File: config.mk
export PLATFORM = sky130hd
export DESIGN_NAME = icache_controller_flat
export DESIGN_NICKNAME = d
export VERILOG_FILES = /design/src/rtl/icache_controller_if.sv /design/src/rtl/icache_controller.sv /design/src/flat_wrapper.sv
export SDC_FILE = /design/constraint.sdc
export NUM_CORES = 1
export LEC_CHECK = 0
export CORE_AREA = 2 2 175 177
export DETAILED_ROUTE_END_ITERATION = 16
export DIE_AREA = 0 0 177 179
export SETUP_SLACK_MARGIN = 0.02
export SLEW_MARGIN = 20
export SYNTH_ARGS = -nofsm -noshare
export SYNTH_HDL_FRONTEND = slang
export SYNTH_SLANG_ARGS = --single-unit
File: constraint.sdc
create_clock -name clock -period 2.1 [get_ports clock]
set_input_delay 0.315 -clock clock [delete_from_list [all_inputs] [get_ports clock]]
set_output_delay 0.315 -clock clock [all_outputs]
set_load 0.005 [all_outputs]
File: src/rtl/icache_controller_if.sv
// Bundle of the CPU fetch, cache array and backing-memory signals seen by icache_controller.
// master = controller side, slave = CPU/cache/memory environment side.
interface icache_controller_if #(
    parameter int unsigned COUNT_W = 16
);
    logic                cpu_req;
    logic [31:0]         cpu_addr;
    logic [31:0]         cache_addr;
    logic                cache_hit;
    logic [31:0]         cache_instruction;
    logic [31:0]         instr_out;
    logic                instr_valid;
    logic                stall;
    logic                mem_req;
    logic [31:0]         mem_addr;
    logic                mem_ready;
    logic [127:0]        mem_data;
    logic                fill_en;
    logic [127:0]        fill_line;
    logic [COUNT_W-1:0]  hit_count;
    logic [COUNT_W-1:0]  miss_count;

    modport master (
        input  cpu_req, cpu_addr, cache_hit, cache_instruction, mem_ready, mem_data,
        output cache_addr, instr_out, instr_valid, stall, mem_req, mem_addr,
               fill_en, fill_line, hit_count, miss_count
    );

    modport slave (
        output cpu_req, cpu_addr, cache_hit, cache_instruction, mem_ready, mem_data,
        input  cache_addr, instr_out, instr_valid, stall, mem_req, mem_addr,
               fill_en, fill_line, hit_count, miss_count
    );
endinterface

File: src/rtl/icache_controller.sv
// Instruction-cache controller: tag compare, line refill from backing memory and
// saturating hit/miss statistics.
module icache_controller #(
    parameter int unsigned COUNT_W = 16
) (
    input  logic                 clock,
    input  logic                 reset_n,
    icache_controller_if.master  bus
);
    typedef enum logic [1:0] {IDLE, COMPARE, MISS_REQ, FILL} state_t;

    localparam logic [COUNT_W-1:0] CNT_MAX = '1;

    state_t              state, state_next;
    logic [31:0]         addr_q;
    logic [127:0]        line_q;
    logic                refill_q;   // current lookup follows a fill, so it is not counted
    logic [COUNT_W-1:0]  hit_q, miss_q;

    logic                instr_valid_c, stall_c, mem_req_c, fill_en_c;
    logic [31:0]         instr_out_c;

    always_comb begin
        state_next    = state;
        instr_out_c   = '0;
        instr_valid_c = 1'b0;
        stall_c       = 1'b0;
        mem_req_c     = 1'b0;
        fill_en_c     = 1'b0;
        case (state)
            IDLE: begin
                if (bus.cpu_req) state_next = COMPARE;
            end
            COMPARE: begin
                if (bus.cache_hit) begin
                    instr_out_c   = bus.cache_instruction;
                    instr_valid_c = 1'b1;
                    state_next    = IDLE;
                end else begin
                    stall_c    = 1'b1;
                    state_next = MISS_REQ;
                end
            end
            MISS_REQ: begin
                stall_c   = 1'b1;
                mem_req_c = 1'b1;
                if (bus.mem_ready) state_next = FILL;
            end
            FILL: begin
                stall_c    = 1'b1;
                fill_en_c  = 1'b1;
                state_next = COMPARE;
            end
            default: state_next = IDLE;
        endcase
    end

    always_ff @(posedge clock or negedge reset_n) begin
        if (!reset_n) begin
            state    <= IDLE;
            addr_q   <= '0;
            line_q   <= '0;
            refill_q <= 1'b0;
            hit_q    <= '0;
            miss_q   <= '0;
        end else begin
            state <= state_next;
            if (state == IDLE && bus.cpu_req) begin
                addr_q   <= bus.cpu_addr;
                refill_q <= 1'b0;
            end
            if (state == MISS_REQ && bus.mem_ready) line_q <= bus.mem_data;
            if (state == FILL) refill_q <= 1'b1;
            if (state == COMPARE && !refill_q) begin
                if (bus.cache_hit && hit_q != CNT_MAX) hit_q <= hit_q + COUNT_W'(1);
                if (!bus.cache_hit && miss_q != CNT_MAX) miss_q <= miss_q + COUNT_W'(1);
            end
        end
    end

    assign bus.cache_addr  = addr_q;
    assign bus.mem_addr    = {addr_q[31:4], 4'b0000};
    assign bus.fill_line   = line_q;
    assign bus.instr_out   = instr_out_c;
    assign bus.instr_valid = instr_valid_c;
    assign bus.stall       = stall_c;
    assign bus.mem_req     = mem_req_c;
    assign bus.fill_en     = fill_en_c;
    assign bus.hit_count   = hit_q;
    assign bus.miss_count  = miss_q;
endmodule

File: src/flat_wrapper.sv
// flat-port wrapper written by rule: the top's interface ports become plain ports
module icache_controller_flat 
#(
    parameter int unsigned COUNT_W = 16
)
  (clock, reset_n, bus_cpu_req, bus_cpu_addr, bus_cache_hit, bus_cache_instruction, bus_mem_ready, bus_mem_data, bus_cache_addr, bus_instr_out, bus_instr_valid, bus_stall, bus_mem_req, bus_mem_addr, bus_fill_en, bus_fill_line, bus_hit_count, bus_miss_count);
  icache_controller_if #(.COUNT_W(COUNT_W)) bus_i ();
  input  logic clock;
  input  logic reset_n;
  input wire logic [$bits(bus_i.cpu_req)-1:0] bus_cpu_req;
  input wire logic [$bits(bus_i.cpu_addr)-1:0] bus_cpu_addr;
  input wire logic [$bits(bus_i.cache_hit)-1:0] bus_cache_hit;
  input wire logic [$bits(bus_i.cache_instruction)-1:0] bus_cache_instruction;
  input wire logic [$bits(bus_i.mem_ready)-1:0] bus_mem_ready;
  input wire logic [$bits(bus_i.mem_data)-1:0] bus_mem_data;
  output wire logic [$bits(bus_i.cache_addr)-1:0] bus_cache_addr;
  output wire logic [$bits(bus_i.instr_out)-1:0] bus_instr_out;
  output wire logic [$bits(bus_i.instr_valid)-1:0] bus_instr_valid;
  output wire logic [$bits(bus_i.stall)-1:0] bus_stall;
  output wire logic [$bits(bus_i.mem_req)-1:0] bus_mem_req;
  output wire logic [$bits(bus_i.mem_addr)-1:0] bus_mem_addr;
  output wire logic [$bits(bus_i.fill_en)-1:0] bus_fill_en;
  output wire logic [$bits(bus_i.fill_line)-1:0] bus_fill_line;
  output wire logic [$bits(bus_i.hit_count)-1:0] bus_hit_count;
  output wire logic [$bits(bus_i.miss_count)-1:0] bus_miss_count;
  assign bus_i.cpu_req = bus_cpu_req;
  assign bus_i.cpu_addr = bus_cpu_addr;
  assign bus_i.cache_hit = bus_cache_hit;
  assign bus_i.cache_instruction = bus_cache_instruction;
  assign bus_i.mem_ready = bus_mem_ready;
  assign bus_i.mem_data = bus_mem_data;
  assign bus_cache_addr = bus_i.cache_addr;
  assign bus_instr_out = bus_i.instr_out;
  assign bus_instr_valid = bus_i.instr_valid;
  assign bus_stall = bus_i.stall;
  assign bus_mem_req = bus_i.mem_req;
  assign bus_mem_addr = bus_i.mem_addr;
  assign bus_fill_en = bus_i.fill_en;
  assign bus_fill_line = bus_i.fill_line;
  assign bus_hit_count = bus_i.hit_count;
  assign bus_miss_count = bus_i.miss_count;
  icache_controller #(.COUNT_W(COUNT_W)) u_core (.clock(clock), .reset_n(reset_n), .bus(bus_i));
endmodule
==> flow_metrics.py <==
metrics = {
    "die": {
        "die_h_um": 179,
        "start_util_pct": 26.9,
        "core_mm2": 0.0300,
        "placementRows": 64,
        "dieWidth_um": 177,
        "ios": 457,
        "die_area_mm2": 0.0317,
    },
    "place": {
        "port_buffers": 452,
        "dp_slack_ps": -25.8,
        "routabilityCongestion": 0.750,
        "dp_hpwl_um": 19200,
    },
    "pwr": {
        "p_per_area_mw_per_mm2": 1280,
        "ir_drop_mv": 0.508,
        "p_leak_nw": 6.00,
    },
    "layout": {
        "fillCellCount": 2779,
        "drive_above_1_share_pct": 24.7,
        "fin_util_pct": 45.5,
        "fin_nets": 1216,
        "layout_common_cells": "clkdlybuf4s50_1 (415), dfrtp_1 (194), mux2_2 (161)",
        "diodes": 0,
        "syn_to_final_growth_pct": 69.0,
        "final_common_cell": "clkdlybuf4s50_1",
    },
    "sta": {
        "layout_setup_ws_ps": 56.8,
        "hold_viol": 0,
        "whs_ps": 461,
        "clock_skew_ps": 10.6,
        "fin_crit_sh_pct": 97.3,
        "worst_pin_slew_ps": 574,
        "max_clock_freq_mhz": 489,
        "timing_max_transition_violations_final": 0,
        "layout_min_cycle_time_ps": 2040,
        "setup_viol": 0,
        "setup_tns_ps": 0,
        "rsz0062_at_grt": "yes",
        "relSlewSlack_pct": 61.7,
    },
    "critical_path": {
        "critPathKind": "reg -> out",
        "cp_data_required_time_ps": 1780,
        "cp-end-kind": "output port",
        "reg2reg_slack_ps": 160,
        "start_kind": "register",
        "cp.arrival_ps": 1730,
        "path_max_fanout": 7,
    },
    "grt": {
        "grt_pass1_vias": 6195,
        "overflow": 0,
        "track_usage_pct": 15.3,
        "grt_max_degree": 64,
        "grt_pass1_wl_um": 36700,
        "antenna_found_initial": 0,
    },
    "drt": {
        "viasPerCell": 4.27,
        "vias": 6064,
        "routedWlPerCell_um": 17.7,
        "dr.pass1.iters": 4,
        "first_iter_violations": 214,
        "ant_nets": 0,
        "wl_um": 25100,
        "remaining_drc_errors": 0,
    },
    "clocking": {
        "cts.clk_slew.worst_paths_ps": 70,
        "cts_max_level": 4,
        "cts_tree": "done",
        "numCtsBuffers": 17,
        "cts_buffer_depth": 2,
        "cts-root-buf": "clkbuf_16",
        "clk_latency_ps": 440,
        "clock_sinks": 195,
    },
    "synth": {
        "ys_seq_area_share_pct": 60.3,
        "ys_warn_count": 0,
        "synthesis.area_mm2": 0.00809,
        "ys_seq_elements": 195,
        "ys_types": 35,
        "netlist_instances": 564,
        "postSynthAreaPerCell_um2": 14.3,
    },
    "run": {
        "max-cap-violations": 0,
    },
    "outcome": {
        "status": "finished clean",
    },
    "worst_hold_path": {
        "holdCritPathClass": "in -> async",
    },
}
-- through the flow --
stage | power, mW | std cells | area, µm²
floorplan | 9.25 | 567 | 8100
global placement | 14.2 | 1381 | 13100
detailed placement | 14.4 | 1381 | 13100
CTS | 17.7 | 1416 | 13700
global route | 18.6 | 1419 | 13700
finish | 17.5 | 1419 | 13700
-- cell usage after synthesis, drive strengths merged --
master,count,area share [%]
dfrtp,195,60
mux2,161,22
buf,48,3.9
and3,36,2.8
xnor2,19,2.1
nand2,16,0.74
nand3,10,0.62
nand4,10,0.85
xor2,10,1.1
ha,8,1.2
clkbuf,7,0.32
inv,7,0.32
nor2,7,0.32
nor3,7,0.56
o21ai,3,0.19
a21o,2,0.20
and4,2,0.22
and4bb,2,0.36
nand2b,2,0.15
nor3b,2,0.19
nor4,2,0.31
nor4b,2,0.40
a21oi,1,0.062
a31oi,1,0.077
and2,1,0.077
conb,1,0.046
nor2b,1,0.077
o22ai,1,0.077
-- state kept, by name (all words and copies together), names as in the netlist --
register	count
u_core.state	2
u_core.bus.fill_line	128
u_core.bus.hit_count	16
u_core.bus.cache_addr	32
u_core.refill_q	1
u_core.bus.miss_count	16
-- metal layers --
layer | vias up | part of all wire, % | wire length [µm] | GRT usage (%)
met4 | 0 | 1.2 | 299 | 4.24
met2 | 183 | 52 | 12900 | 26.0
li1 | 2827 | - | - | -
met1 | 3039 | 42 | 10500 | 19.2
met3 | 15 | 5.2 | 1300 | 4.05
met5 | - | 0 | 0 | 0
-- cell families after synthesis --
logic type               share of synthesized area [%]
AO/OA/AOI/OAI                                    0.603
XOR/XNOR                                          3.14
adder cells (fa/ha/maj)                           1.24
buffers and inverters                             4.56
flip-flops                                        60.3
multiplexers                                      22.4
other                                           0.0464
AND/OR/NAND/NOR                                   7.66
-- what timing repair did --
action,CTS,global route
endpoints found under the setup margin,35,3
hold buffers,1,0
endpoints found under the hold margin,55,0
gates cloned,0,1
buffers inserted,3,2
pin swaps,0,2
gates resized for setup,45,43
-- path summary, 6_finish.rpt --
| path | start | to | depth (start not counted) |
|---|---|---|---|
| setup / recovery | u_core.state[0] | bus_instr_out[10] | 5 |
| hold / removal | reset_n | u_core.bus.cache_addr[5] | 2 |
| max in group asynchronous | reset_n | u_core.bus.fill_line[12] | 3 |
| min in group clock | bus_mem_data[51] | u_core.bus.fill_line[51] | 2 |
| hold reg to reg | u_core.bus.fill_line[98] | u_core.bus.fill_line[98] | 1 |
| setup reg to reg | u_core.state[1] | u_core.bus.miss_count[15] | 9 |
-- cell type report --
type,instances,area [µm²],share of cell area [%]
clock buffer,19,433,3.17
clock inverter,12,123,0.897
inverter,7,26.3,0.192
multi-input combinational,310,2900,21.2
sequential,195,4880,35.7
tap,396,495,3.62
timing repair buffer,480,4810,35.2
-- critical path: stages (launching register included) --
cell and delay [ps]:
dfrtp_2 460, ha_4 200, buf_6 120, buf_6 120, and3_1 130, dlygate4sd2_1 270
-- report_power, final --
| part | switching [mW] | total, mW | internal (mW) |
|---|---|---|---|
| logic | 2.43 | 7.88 | 5.45 |
| registers | 1.05 | 6.46 | 5.41 |
| clock network | 1.52 | 3.18 | 1.66 |
| total | 5.00 | 17.5 | 12.5 |
Note: power is estimated with default switching activity, not from simulation.
